### src/rtl/olink_rx_framer.sv
// ----------------------------------------------------------------------------
// olink_rx_framer
//
// Receive-side framer for a 16-bit GT lane. Incoming beats are grouped into
// frames of RATIO beats. Alignment is found from K28.5 commas (8'hBC with only
// byte 0 flagged as K) and a frame is emitted once the last beat of the
// frame has been captured.
//
// Alignment states:
//   HUNT   (0) - no frames emitted; a comma starts a frame and enters SYNC.
//   SYNC   (1) - frames emitted (never valid); phase-0 commas are counted and
//                LOCK_COUNT of them enter LOCKED. A misaligned comma realigns.
//   LOCKED (2) - frames emitted and qualified; UNLOCK_ERRS consecutive bad
//                frames drop back to HUNT. Misaligned commas do not realign.
// A low rx_reset_done forces HUNT from any state.
//
// Parameters:
//   RATIO       - 16-bit beats per output frame (2 or 4)
//   LOCK_COUNT  - consecutive phase-0 commas needed to lock
//   UNLOCK_ERRS - consecutive errored frames that force unlock
//   CNT_W       - width of the saturating status counters
//
// Ports:
//   clk_link      - link user clock, the only clock
//   reset         - synchronous, active-high reset
//   rx_d          - GT receive data, byte 0 in [7:0]
//   rx_k          - per-byte K flags
//   rx_nit        - per-byte not-in-table flags
//   rx_reset_done - GT RX reset done; low marks beats as errored
//   cnt_clear     - synchronous clear of bad_count / unlock_count
//   out_d         - assembled frame, first beat in the LSBs
//   out_k         - K flags aligned with out_d
//   out_strobe    - one-cycle pulse per emitted frame
//   out_v         - frame good, qualified by out_strobe
//   state         - 0=HUNT, 1=SYNC, 2=LOCKED
//   bad_count     - errored beats seen (saturating)
//   unlock_count  - LOCKED->HUNT transitions (saturating)
// ----------------------------------------------------------------------------
module olink_rx_framer #(
    parameter int RATIO       = 2,
    parameter int LOCK_COUNT  = 4,
    parameter int UNLOCK_ERRS = 8,
    parameter int CNT_W       = 32
) (
    input  logic                clk_link,
    input  logic                reset,
    input  logic [15:0]         rx_d,
    input  logic [1:0]          rx_k,
    input  logic [1:0]          rx_nit,
    input  logic                rx_reset_done,
    input  logic                cnt_clear,
    output logic [16*RATIO-1:0] out_d,
    output logic [2*RATIO-1:0]  out_k,
    output logic                out_strobe,
    output logic                out_v,
    output logic [1:0]          state,
    output logic [CNT_W-1:0]    bad_count,
    output logic [CNT_W-1:0]    unlock_count
);

    localparam int FD_W = 16 * RATIO;
    localparam int FK_W = 2 * RATIO;
    localparam int PH_W = (RATIO > 2) ? 2 : 1;
    localparam int LC_W = $clog2(LOCK_COUNT + 1);
    localparam int EC_W = $clog2(UNLOCK_ERRS + 1);
    localparam logic [PH_W-1:0] PH_LAST = PH_W'(RATIO - 1);

    typedef enum logic [1:0] {
        ST_HUNT   = 2'd0,
        ST_SYNC   = 2'd1,
        ST_LOCKED = 2'd2
    } state_t;

    // ------------------------------------------------------------------
    // Registers
    // ------------------------------------------------------------------
    state_t            r_state;
    logic [PH_W-1:0]   r_phase;
    logic [LC_W-1:0]   r_good_cnt;     // consecutive phase-0 commas in SYNC
    logic [EC_W-1:0]   r_efc;          // consecutive errored frames in LOCKED
    logic [FD_W-1:0]   r_acc_d;        // frame being assembled
    logic [FK_W-1:0]   r_acc_k;
    logic              r_frm_err;      // error beat seen in current frame
    logic              r_frm_mis;      // misaligned comma seen in current frame
    logic [FD_W-1:0]   r_out_d;
    logic [FK_W-1:0]   r_out_k;
    logic              r_out_strobe;
    logic              r_out_v;
    logic [CNT_W-1:0]  r_bad_cnt;
    logic [CNT_W-1:0]  r_unlock_cnt;

    // ------------------------------------------------------------------
    // Beat classification and frame assembly
    // ------------------------------------------------------------------
    logic              w_comma;
    logic              w_err;
    logic              w_realign;
    logic [PH_W-1:0]   w_slot;
    logic              w_last;
    logic [PH_W-1:0]   w_phase_next;
    logic              w_mis_beat;
    logic              w_frm_err;
    logic              w_frm_mis;
    logic [FD_W-1:0]   w_frame_d;
    logic [FK_W-1:0]   w_frame_k;
    logic              w_first_comma;
    logic              w_pass;
    logic              w_emit;
    logic              w_good;
    logic              w_efc_full;
    logic              w_err_unlock;
    logic              w_unlock;
    logic [FD_W-1:0]   w_pad_d;

    assign w_comma = (rx_k == 2'b01) && (rx_d[7:0] == 8'hBC);
    assign w_err   = (rx_nit != 2'b00) || !rx_reset_done;

    // A comma in HUNT, or off phase 0 in SYNC, becomes beat 0 of a new frame.
    assign w_realign = w_comma &&
                       ((r_state == ST_HUNT) ||
                        ((r_state == ST_SYNC) && (r_phase != '0)));

    // Slot this beat lands in; on realignment the partial frame is dropped.
    assign w_slot       = w_realign ? '0 : r_phase;
    assign w_last       = (w_slot == PH_LAST);
    assign w_phase_next = w_last ? '0 : w_slot + 1'b1;

    // In LOCKED a misaligned comma only taints the frame.
    assign w_mis_beat = w_comma && (r_state == ST_LOCKED) && (r_phase != '0);

    // Frame flags restart at slot 0 so stale history never leaks forward.
    assign w_frm_err = w_err || ((w_slot != '0) && r_frm_err);
    assign w_frm_mis = w_mis_beat || ((w_slot != '0) && r_frm_mis);

    for (genvar gi = 0; gi < RATIO; gi++) begin : g_slot
        localparam logic [PH_W-1:0] SLOT = PH_W'(gi);
        assign w_frame_d[gi*16 +: 16] = (w_slot == SLOT) ? rx_d : r_acc_d[gi*16 +: 16];
        assign w_frame_k[gi*2 +: 2]   = (w_slot == SLOT) ? rx_k : r_acc_k[gi*2 +: 2];
    end

    // Mixed K patterns cannot be forwarded meaningfully; replace with K28.0.
    assign w_first_comma = (w_frame_k[1:0] == 2'b01) && (w_frame_d[7:0] == 8'hBC);
    assign w_pass        = (w_frame_k == '0) || (w_frame_k == '1) || w_first_comma;
    assign w_pad_d       = {(2*RATIO){8'h1C}};

    // A beat with rx_reset_done low drives the framer to HUNT, so no frame
    // is produced from it.
    assign w_emit = w_last && rx_reset_done &&
                    ((r_state == ST_SYNC) || (r_state == ST_LOCKED));
    assign w_good = (r_state == ST_LOCKED) && !w_frm_err && !w_frm_mis;

    assign w_efc_full   = (int'(r_efc) + 1 >= UNLOCK_ERRS);
    assign w_err_unlock = w_emit && (r_state == ST_LOCKED) && !w_good && w_efc_full;
    assign w_unlock     = w_err_unlock || (!rx_reset_done && (r_state == ST_LOCKED));

    // ------------------------------------------------------------------
    // Alignment FSM, frame assembly and output registers
    // ------------------------------------------------------------------
    always_ff @(posedge clk_link) begin
        if (reset) begin
            r_state      <= ST_HUNT;
            r_phase      <= '0;
            r_good_cnt   <= '0;
            r_efc        <= '0;
            r_acc_d      <= '0;
            r_acc_k      <= '0;
            r_frm_err    <= 1'b0;
            r_frm_mis    <= 1'b0;
            r_out_d      <= '0;
            r_out_k      <= '0;
            r_out_strobe <= 1'b0;
            r_out_v      <= 1'b0;
        end else begin
            r_phase   <= w_phase_next;
            r_acc_d   <= w_frame_d;
            r_acc_k   <= w_frame_k;
            r_frm_err <= w_frm_err;
            r_frm_mis <= w_frm_mis;

            r_out_strobe <= w_emit;
            r_out_v      <= w_emit && w_good;
            if (w_emit) begin
                r_out_d <= w_pass ? w_frame_d : w_pad_d;
                r_out_k <= w_pass ? w_frame_k : '1;
            end

            if (!rx_reset_done) begin
                r_state    <= ST_HUNT;
                r_good_cnt <= '0;
                r_efc      <= '0;
            end else begin
                case (r_state)
                    ST_HUNT: begin
                        if (w_comma) begin
                            r_state    <= ST_SYNC;
                            r_good_cnt <= LC_W'(1);
                        end
                    end
                    ST_SYNC: begin
                        if (w_comma) begin
                            if (r_phase == '0) begin
                                if (int'(r_good_cnt) + 1 >= LOCK_COUNT) begin
                                    r_state    <= ST_LOCKED;
                                    r_good_cnt <= '0;
                                    r_efc      <= '0;
                                end else begin
                                    r_good_cnt <= r_good_cnt + 1'b1;
                                end
                            end else begin
                                r_good_cnt <= LC_W'(1);
                            end
                        end
                    end
                    ST_LOCKED: begin
                        if (w_emit) begin
                            if (w_good) begin
                                r_efc <= '0;
                            end else if (w_err_unlock) begin
                                r_state <= ST_HUNT;
                                r_efc   <= '0;
                            end else begin
                                r_efc <= r_efc + 1'b1;
                            end
                        end
                    end
                    default: begin
                        r_state    <= ST_HUNT;
                        r_good_cnt <= '0;
                        r_efc      <= '0;
                    end
                endcase
            end
        end
    end

    // ------------------------------------------------------------------
    // Saturating status counters; clear wins over increment
    // ------------------------------------------------------------------
    always_ff @(posedge clk_link) begin
        if (reset || cnt_clear) begin
            r_bad_cnt    <= '0;
            r_unlock_cnt <= '0;
        end else begin
            if (w_err && (r_bad_cnt != '1)) begin
                r_bad_cnt <= r_bad_cnt + 1'b1;
            end
            if (w_unlock && (r_unlock_cnt != '1)) begin
                r_unlock_cnt <= r_unlock_cnt + 1'b1;
            end
        end
    end

    assign out_d        = r_out_d;
    assign out_k        = r_out_k;
    assign out_strobe   = r_out_strobe;
    assign out_v        = r_out_v;
    assign state        = r_state;
    assign bad_count    = r_bad_cnt;
    assign unlock_count = r_unlock_cnt;

endmodule

### config.mk
export PLATFORM = sky130hd
export DESIGN_NAME = olink_rx_framer
export DESIGN_NICKNAME = d
export VERILOG_FILES = /design/src/rtl/olink_rx_framer.sv
export SDC_FILE = /design/constraint.sdc
export NUM_CORES = 1
export LEC_CHECK = 0
export CORE_UTILIZATION = 55
export DETAILED_ROUTE_END_ITERATION = 16
export MAX_ROUTING_LAYER = met4
export PLACE_DENSITY = 0.9
export SYNTH_ARGS = -nofsm -noshare
export SYNTH_HDL_FRONTEND = slang
export SYNTH_SLANG_ARGS = --single-unit
### constraint.sdc
create_clock -name clk_link -period 6.9 [get_ports clk_link]
set_clock_uncertainty 0.15 [all_clocks]
set_input_delay 1.38 -clock clk_link [delete_from_list [all_inputs] [get_ports clk_link]]
set_output_delay 1.38 -clock clk_link [all_outputs]
set_load 0.05 [all_outputs]
=== Word level (Yosys, flattened, before mapping) ===
Cells that the tools add are included.

* Add/sub/neg operators: 7
* Magnitude comparators: 2
* Equal/unequal tests: 16
* Mux-type cells: 27
* Bitwise logic cells: 3
* Reduce and logical (&&, ||, !) cells: 40

{| class="wikitable"
|+ Operators with widths
! cell !! count
|-
| adder 32 x 1 -> 32 bit (second input constant) || 2
|-
| != test 32 bit (second input constant) || 2
|-
| two-way mux 16 bit || 2
|-
| two-way mux 32 bit || 1
|-
| two-way mux 4 bit || 7
|-
| logical AND 1 bit || 19
|-
| two-way mux 2 bit || 9
|-
| equality test 8 bit (second input constant) || 2
|-
| two-way mux 3 bit || 4
|-
| != test 2 bit (second input constant) || 6
|-
| case mux 4 bit (3 select lines) || 1
|-
| logical OR 1 bit || 9
|-
| case mux 3 bit (3 select lines) || 1
|-
| AND reduction 7 bit || 1
|-
| equality test 2 x 1 -> 1 bit (second input constant) || 3
|-
| case mux 2 bit (3 select lines) || 1
|-
| adder 4 x 1 -> 5 bit (second input constant) || 1
|-
| >= comparator 5 x 4 -> 1 bit (second input constant) || 1
|-
| AND reduction 5 bit || 1
|-
| adder 3 x 1 -> 4 bit (second input constant) || 1
|-
| adder 4 x 1 -> 4 bit (second input constant) || 1
|-
| equality test 4 bit (second input constant) || 1
|-
| >= comparator 4 x 3 -> 1 bit (second input constant) || 1
|-
| zero test 1 bit || 4
|-
| other kinds (11) || 14
|}

* Flip-flop bits (word level): 150
* Word-level logic and storage cells: 109

=== Logic depth before layout (Yosys ltp) ===
Gate-level depths: netlist of the first run.

* Word-level depth: 17
* Gate-level depth with buffers: 10

=== Worst setup path after synthesis of the first run ===
OpenSTA, ideal clock, no wires.

* Path type: input port to flip-flop
* From: input rx_k[1]
* To: register r_out_d[16], in the netlist out_d[16]
* Setup time: 0.126 ns
* Arrival: 2.808 ns
* Path slack: 3.816 ns
* Stages: 7
* Cells stage by stage: or3b_4 -> nor3_4 -> a21oi_1 -> buf_2 -> buf_2 -> mux2i_1 -> o21ai_1

* Word-level cells in the longest chain between the ends: 9
* Elaborated cells on any way between the ends: 18
* Classes of those cells: 4 x eq/ne; 6 x mux; 8 x reduce/logical

{| class="wikitable"
|+ RTL lines
! item !! RTL line !! text
|-
| start: declaration || 48 || <nowiki>input logic [1:0] rx_k,</nowiki>
|-
| equality test 2 x 1 -> 1 bit || 115 || <nowiki>assign w_comma = (rx_k == 2'b01) && (rx_d[7:0] == 8'hBC);</nowiki>
|-
| logical AND 1 bit || 115 ||
|-
| logical AND 1 bit || 119 || <nowiki>assign w_realign = w_comma &&</nowiki>
|-
| two-way mux 1 bit || 124 || <nowiki>assign w_slot = w_realign ? '0 : r_phase;</nowiki>
|-
| two-way mux 16 bit / two-way mux 2 bit (equally long branches) || 137, 138 ||
|-
| equality test 8 bit, or another cell as far along || 142 || <nowiki>assign w_first_comma = (w_frame_k[1:0] == 2'b01) && (w_frame_d[7:0] == 8'hBC);</nowiki>
|-
| logical AND 1 bit / logical OR 1 bit (equally long branches) || 142, 143 ||
|-
| logical OR 1 bit || 143 || <nowiki>assign w_pass = (w_frame_k == '0) || (w_frame_k == '1) || w_first_comma;</nowiki>
|-
| two-way mux 32 bit || 183 || <nowiki>r_out_d <= w_pass ? w_frame_d : w_pad_d;</nowiki>
|-
| end signal: assignment || 183 ||
|-
| end: declaration || 85 || <nowiki>logic [FD_W-1:0] r_out_d;</nowiki>
|}

Several ways; a longest one is shown, not always the timed one.
A chain may end at the register's enable or synchronous reset.

=== Worst setup path after layout of the first run ===
* From: input rx_d[0]
* To: register r_unlock_cnt[17], in the netlist unlock_count[17]

* Word-level cells in the longest chain between the ends: 14
* Elaborated cells on any way between the ends: 22
* Classes of those cells: 1 x eq/ne; 1 x mux; 20 x reduce/logical

{| class="wikitable"
|+ RTL lines
! item !! RTL line !! text
|-
| start: declaration || 47 || <nowiki>input logic [15:0] rx_d,</nowiki>
|-
| equality test 8 bit (*) || 115 ||
|-
| logical AND 1 bit (*) || 115 ||
|-
| logical AND 1 bit || 119 ||
|-
| two-way mux 1 bit || 124 ||
|-
| logical AND 1 bit || 132 || <nowiki>assign w_frm_err = w_err || ((w_slot != '0) && r_frm_err);</nowiki>
|-
| logical OR 1 bit || 132 ||
|-
| zero test 1 bit || 150 || <nowiki>assign w_good = (r_state == ST_LOCKED) && !w_frm_err && !w_frm_mis;</nowiki>
|-
| logical AND 1 bit (2 in a row) || 150 ||
|-
| zero test 1 bit || 153 || <nowiki>assign w_err_unlock = w_emit && (r_state == ST_LOCKED) && !w_good && w_efc_full;</nowiki>
|-
| logical AND 1 bit (*) (2 in a row) || 153 ||
|-
| logical OR 1 bit (*) || 154 || <nowiki>assign w_unlock = w_err_unlock || (!rx_reset_done && (r_state == ST_LOCKED));</nowiki>
|-
| logical AND 1 bit (*) || 247 || <nowiki>if (w_unlock && (r_unlock_cnt != '1)) begin</nowiki>
|-
| end signal: assignment || 248 || <nowiki>r_unlock_cnt <= r_unlock_cnt + 1'b1;</nowiki>
|-
| end: declaration || 90 || <nowiki>logic [CNT_W-1:0] r_unlock_cnt;</nowiki>
|}

Every way passes the cells marked *; elsewhere a longest branch is shown, timed or not.

==> metrics.md, run 1 <==
| Metric | Value |
|---|---|
| Clock Tree Buf Depth | 2 |
| Worst slack, placed | 2230 ps |
| IO Port Bufs | 127 |
| Clock sinks | 147 |
| Synth Area per Inst | 8.90 um2 |
| Fin Setup TNS | 0 ps |
| Setup Fix Bufs, Post-CTS | 0 |
| GRT Total Usage | 0.287 |
| Syn nets | 754 |
| Fraction of final layout cells sized beyond drive strength 1 | 0.0638 |
| Top Ports | 128 |
| R2r endpoint | unlock_count[17]$_SDFFE_PP0P_ |
| Final period util | 0.626 |
| Setup ws final | 2580 ps |
| Vias in the first global route | 5498 |
| Actual slew at the worst max-slew pin | 1200 ps |
| Max-cap violations | 0 |
| Largest net degree at the start of global routing | 63 |
| First-pass detailed-route iteration total | 7 |
| Initial DRC count | 443 |
| RSZ-0062 raised after global routing | no |
| CP arrival | 4510 ps |
| End of the critical path | unlock_count[17]$_SDFFE_PP0P_ |
| CORE AREA | 11400 um2 |
| CTS tree | yes |
| # diodes | 0 |
| Register area | 2940 um2 |
| WS Path Type | input port to flip-flop |
| CTS resizes | 0 |
| Vias per inst | 5.83 |
| Dpl cells | 959 |
| Slew Limit Headroom | 0.200 |
| Via count | 5767 |
| Fin cells | 990 |
| WP data required | 7100 ps |
| Drt drc | 0 |
| FF+latch count, synth | 147 |
| P_leak | 2.78 nW |
| CP endpoint kind | flip-flop |
| # rows | 39 |
| Seq/Total Area, Yosys | 0.459 |
| EDFF count, synth | 0 |
| Per-cell routed wire length | 16.3 um |
| Gr ovfl total | 0 |
| Num CTS Buffers | 17 |
| Critical R2R Launch | state[1]$_SDFFE_PP0P_ |
| Worst Setup SP | rx_d[0] |
| Top FF cell, synth | dfxtp_1 |
| Cell Area, Synth | 6410 um2 |
| Initial Util | 0.564 |
| Final ANT Viol Nets | 0 |
| Async SR Flop Fraction | 0 |
| Depth of the most critical reg-to-reg path | 8 |
| Die Area | 12100 um2 |
| Fin. max-slew vios | 0 |
| Cell Pwr Density | 214 nW/um2 |
| HP Class | flip-flop to flip-flop |
| Antenna violations before repair | 0 |
| Die Width | 110 um |
| Final nets | 869 |
| Post-layout power | 1.77 mW |
| Root Buffer | clkbuf_16 |
| Startpoint Class | input port |
| Layout area overhead | 28.8% |
| CTS clk-pin slew, worst paths | 60 ps |
| Largest vdd supply drop | 0.174 mV |
| HPWL after DPL | 11.1 mm |
| Die Ht | 110 um |
| GPL Wtd Cong | 0.888 |
| First-pass GRT wire length | 26.1 mm |
| Post-cts hold buffer count | 0 |
| CP Max Fanout | 22 |
| Multi-input logic area | 3270 um2 |
| Post-Syn Instances | 720 |
| FF-to-FF setup slack | 3290 ps |
| Status | complete, no violations |
| Fillers | 805 |
| Fmax achieved | 232 MHz |
| Setup violation total in the final timing report | 0 |
| Min Tclk post-route | 4320 ps |
| Ys Warns | 0 |
| Clock latency on the worst-skew pair | 430 ps |
| Routed WL | 16.1 mm |
| Max H-tree Level | 4 |
| Final Hold Fails | 0 |
| Distinct cells, synth | 65 |
cells in the mapped netlist (9+ instances only):
cell type	count	share of area
nor3_1	17	0.013
a211oi_1	15	0.018
dfxtp_1	147	0.46
nand2_1	61	0.036
a21oi_1	29	0.023
nand4_1	22	0.021
clkbuf_1	22	0.013
o21ai_0	19	0.015
or3_1	15	0.015
mux2i_1	34	0.053
nor2_1	114	0.067
and3_1	14	0.014
ha_1	10	0.020
nand3_1	23	0.018
inv_1	13	0.0076
nor4_1	9	0.0088
xor2_1	18	0.025
o21ai_1	24	0.019
xnor2_1	24	0.033
cells by family (layout without fill, tap and decap cells):
kind of cell	Yosys count	after routing	synth area share
compound gates	112	112	0.116
xor+xnor	42	42	0.0574
fa+ha+maj	10	10	0.0195
buf+inv	48	175	0.0320
flops	147	147	0.459
mux	34	34	0.0531
simple gates	327	327	0.262
per-stage QoR:
stage | util | hold WS [ps] | area [um2]
floorplan | - | 285 | 6410
global placement | 0.680 | 287 | 7730
detailed placement | 0.680 | 292 | 7730
CTS | 0.726 | 300 | 8250
global route | 0.726 | 330 | 8250
finish | 0.726 | 298 | 8250
cells in the final DEF, fill, tap and decap left out, types with 9 or more instances in the layout:
cell type / synthesis / layout
a211oi_1: 15 / 15
a21oi_1: 29 / 28
and3_1: 14 / 14
clkbuf_16: 0 / 17
clkdlybuf4s50_1: 0 / 126
dfxtp_1: 147 / 147
ha_1: 10 / 10
inv_1: 13 / 13
mux2i_1: 34 / 34
nand2_1: 61 / 61
nand3_1: 23 / 23
nand4_1: 22 / 22
nor2_1: 114 / 114
nor3_1: 17 / 17
nor4_1: 9 / 9
o21ai_0: 19 / 19
o21ai_1: 24 / 24
or3_1: 15 / 15
xnor2_1: 24 / 24
xor2_1: 18 / 18
state kept, by name, summed over array words and instances, names as in the netlist:
| register | count |
|---|---|
| bad_count | 32 |
| out_d | 32 |
| out_k | 4 |
| out_strobe | 1 |
| out_v | 1 |
| r_acc_d | 29 |
| r_acc_k | 4 |
| r_efc | 4 |
| r_frm_err | 1 |
| r_frm_mis | 1 |
| r_good_cnt | 3 |
| r_phase | 1 |
| state | 2 |
| unlock_count | 32 |
worst min-delay path by stage:
stage / startpoint / endpoint / slack [ps] / depth (start not counted)
after floorplan: r_good_cnt[2]$_SDFFE_PP0P_ / r_good_cnt[2]$_SDFFE_PP0P_ / 280 / 2
after global placement: out_d[24]$_SDFFE_PP0P_ / out_d[24]$_SDFFE_PP0P_ / 290 / 2
after detailed placement: out_d[13]$_SDFFE_PP0P_ / out_d[13]$_SDFFE_PP0P_ / 290 / 2
after CTS: out_d[13]$_SDFFE_PP0P_ / out_d[13]$_SDFFE_PP0P_ / 300 / 2
after global routing: out_d[30]$_SDFFE_PP0P_ / out_d[30]$_SDFFE_PP0P_ / 330 / 2
final: out_d[13]$_SDFFE_PP0P_ / out_d[13]$_SDFFE_PP0P_ / 300 / 2
final cells by class:
cell class	instances	share of cell area
sequential	147	0.357
tap	143	0.0217
timing repair buffer	130	0.156
clock inverter	12	0.0105
multi-input combinational	525	0.396
clock buffer	19	0.0525
inverter	14	0.00637
power by group:
group	leakage [nW]	total [mW]	switching (mW)	internal, mW
Combinational	1.34	0.0827	0.0499	0.0328
Sequential	1.19	0.870	0.00727	0.863
Clock	0.249	0.814	0.357	0.457
Total	2.78	1.77	0.414	1.35
critical path, stage by stage:
cell             delay, ps
clkdlybuf4s50_1        560
and3b_1                260
a41oi_2                840
a31o_2                 610
nand3b_1               310
or3_1                  400
a21oi_1                150
layer usage:
layer  routed length, um  global-route usage
met3                1090              0.0818
met2                7610               0.451
met5                   0                   -
met4                 480               0.122
met1                6950               0.345
Power figures use the tool's default switching activity.
==> inputs of run 2 (changes only) <==
CORE_UTILIZATION = 52   (was 55)
PLACE_DENSITY = 0.86   (was 0.9)
clock period = 4.3 ns   (was 6.9 ns; I/O delays follow)
==> metrics.md, run 2 (synthesis results as in run 1) <==
| Metric | Value |
|---|---|
| Final nets | 872 (was 869) |
| Post-Layout Inst Area | 8340 um2 (was 8250 um2) |
| Setup ws final | 1160 ps (was 2580 ps) |
| # diodes | 0 (unchanged) |
| CTS tree | yes (unchanged) |
| Fillers | 915 (was 805) |
| RSZ-0062 raised after global routing | no (unchanged) |
| Clock sinks | 147 (unchanged) |
| Clock Tree Buf Depth | 2 (unchanged) |
| Vias in the first global route | 5421 (was 5498) |
| Die Ht | 113 um (was 110 um) |
| P_leak | 2.82 nW (was 2.78 nW) |
| CP endpoint kind | flip-flop (unchanged) |
| Initial DRC count | 380 (was 443) |
| Root Buffer | clkbuf_16 (unchanged) |
| First-pass detailed-route iteration total | 5 (was 7) |
| Worst path slowest cell | clkdlybuf4s50_1 (was a41oi_2) |
| CTS resizes | 0 (unchanged) |
| Via count | 5684 (was 5767) |
| Layout area overhead | 30.2% (was 28.8%) |
| Fin. max-slew vios | 0 (unchanged) |
| Setup violation total in the final timing report | 0 (unchanged) |
| Clock latency on the worst-skew pair | 430 ps (about the same) |
| Slew Limit Headroom | 0.469 (was 0.200) |
| # rows | 40 (was 39) |
| Final Hold Fails | 0 (unchanged) |
| Dpl cells | 966 (was 959) |
| Max-cap violations | 0 (unchanged) |
| Die Width | 113 um (was 110 um) |
| HPWL after DPL | 11.0 mm (was 11.1 mm) |
| Setup Fix Bufs, Post-CTS | 0 (unchanged) |
| Drt drc | 0 (unchanged) |
| Fin Setup TNS | 0 ps (unchanged) |
| Worst slack, placed | 810 ps (was 2230 ps) |
| CP arrival | 3340 ps (was 4510 ps) |
| Top Ports | 128 (unchanged) |
| Cell Pwr Density | 356 nW/um2 (was 214 nW/um2) |
| Register area | 2940 um2 (unchanged) |
| Final period util | 0.731 |
| Multi-input logic area | 3270 um2 (unchanged) |
| IO Port Bufs | 127 (unchanged) |
| Fraction of final layout cells sized beyond drive strength 1 | 0.0693 (was 0.0638) |
| Final ANT Viol Nets | 0 (unchanged) |
| Gr ovfl total | 0 (unchanged) |
| GRT Total Usage | 0.263 (was 0.287) |
| Crit-path cells | clkdlybuf4s50_1 > and3b_1 > a311oi_1 > a31oi_4 > nand3b_1 > or3_1 > a21oi_1 (was clkdlybuf4s50_1 > and3b_1 > a41oi_2 > a31o_2 > nand3b_1 > or3_1 > a21oi_1) |
| Num CTS Buffers | 17 (unchanged) |
| Routed WL | 15.8 mm (was 16.1 mm) |
| Most frequent cells in the layout | dfxtp_1 (147), clkdlybuf4s50_1 (126), nor2_1 (114) (unchanged) |
| Min Tclk post-route | 3140 ps |
| WS Path Type | input port to flip-flop (unchanged) |
| Per-cell routed wire length | 15.9 um (was 16.3 um) |
| First-pass GRT wire length | 25.9 mm (was 26.1 mm) |
| Initial Util | 0.533 (was 0.564) |
| Most common cell after layout, fill and taps aside | dfxtp_1 (unchanged) |
| WP data required | 4500 ps (was 7100 ps) |
| Largest vdd supply drop | 0.202 mV (was 0.174 mV) |
| CORE AREA | 12000 um2 (was 11400 um2) |
| Antenna violations before repair | 0 (unchanged) |
| Actual slew at the worst max-slew pin | 791 ps (was 1200 ps) |
| Fmax achieved | 318 MHz |
| Fin cells | 998 (was 990) |
| HP Class | flip-flop to flip-flop (unchanged) |
| Max H-tree Level | 4 (unchanged) |
| Post-cts hold buffer count | 0 (unchanged) |
| Worst path max stage delay | 610 ps (was 840 ps) |
| Largest net degree at the start of global routing | 38 (was 63) |
| Vias per inst | 5.70 (was 5.83) |
| CTS clk-pin slew, worst paths | 60 ps (about the same) |
| Status | complete, no violations (unchanged) |
| Die Area | 12800 um2 (was 12100 um2) |
| CP Max Fanout | 19 (was 22) |
| GPL Wtd Cong | 0.917 (was 0.888) |
| Startpoint Class | input port (unchanged) |
| Dpl cell area | 7760 um2 (was 7730 um2) |
[run 2: cell types whose count changed in the layout (fill, tap and decap cells not counted)]
| cell | change |
|---|---|
| bufinv_16 | +1 |
| clkbuf_1 | -1 |
| clkbuf_8 | +4 |
| clkinvlp_4 | +2 |
| clkinv_4 | -2 |
| clkinv_2 | -3 |
| buf_4 | +3 |
[run 2: metal layers]
metal  global-route usage  vias up  share of wire
met1                0.318     2714           0.45
met5                    -        -              0
met4                0.104        0          0.015
li1                     -     2770              -
met3               0.0637       23          0.063
met2                0.422      177           0.48
[run 2: path summary, 6_finish.rpt]
path	from	slack (ps)	cells after the start	endpoint
setup / recovery	rx_k[0]	1160	7	unlock_count[17]$_SDFFE_PP0P_
hold / removal	out_d[30]$_SDFFE_PP0P_	300	2	out_d[30]$_SDFFE_PP0P_
setup reg to reg	state[0]$_SDFFE_PP0P_	1420	8	unlock_count[17]$_SDFFE_PP0P_
hold reg to reg	out_d[30]$_SDFFE_PP0P_	300	2	out_d[30]$_SDFFE_PP0P_
[run 2: through the flow]
stage          hold slack [ps]  utilization  power (mW)
2_1_floorplan              285            -        1.51
3_3_place_gp               286        0.646        1.56
3_5_place_dp               292        0.646        1.56
4_1_cts                    300        0.695        2.98
5_1_grt                    324        0.695        3.06
6_report                   297        0.695        2.97
[run 2: area by class of cell]
class | instances | share of cell area
Multi-Input combinational cell | 525 | 0.392
Sequential cell | 147 | 0.353
Timing Repair Buffer | 133 | 0.157
Clock buffer | 22 | 0.0580
Tap cell | 147 | 0.0220
Clock inverter | 10 | 0.0118
Inverter | 14 | 0.00630
[run 2: worst max-delay path, delay by kind of cell]
family	cells	cell delay [ps]
compound gates	3	880
buf+inv	1	610
simple gates	3	970
[run 2: power breakdown]
group | leakage (nW) | internal [mW] | switching [mW] | total, mW
clock network | 0.271 | 0.860 | 0.581 | 1.44
logic | 1.35 | 0.0537 | 0.0823 | 0.136
registers | 1.19 | 1.38 | 0.0113 | 1.40
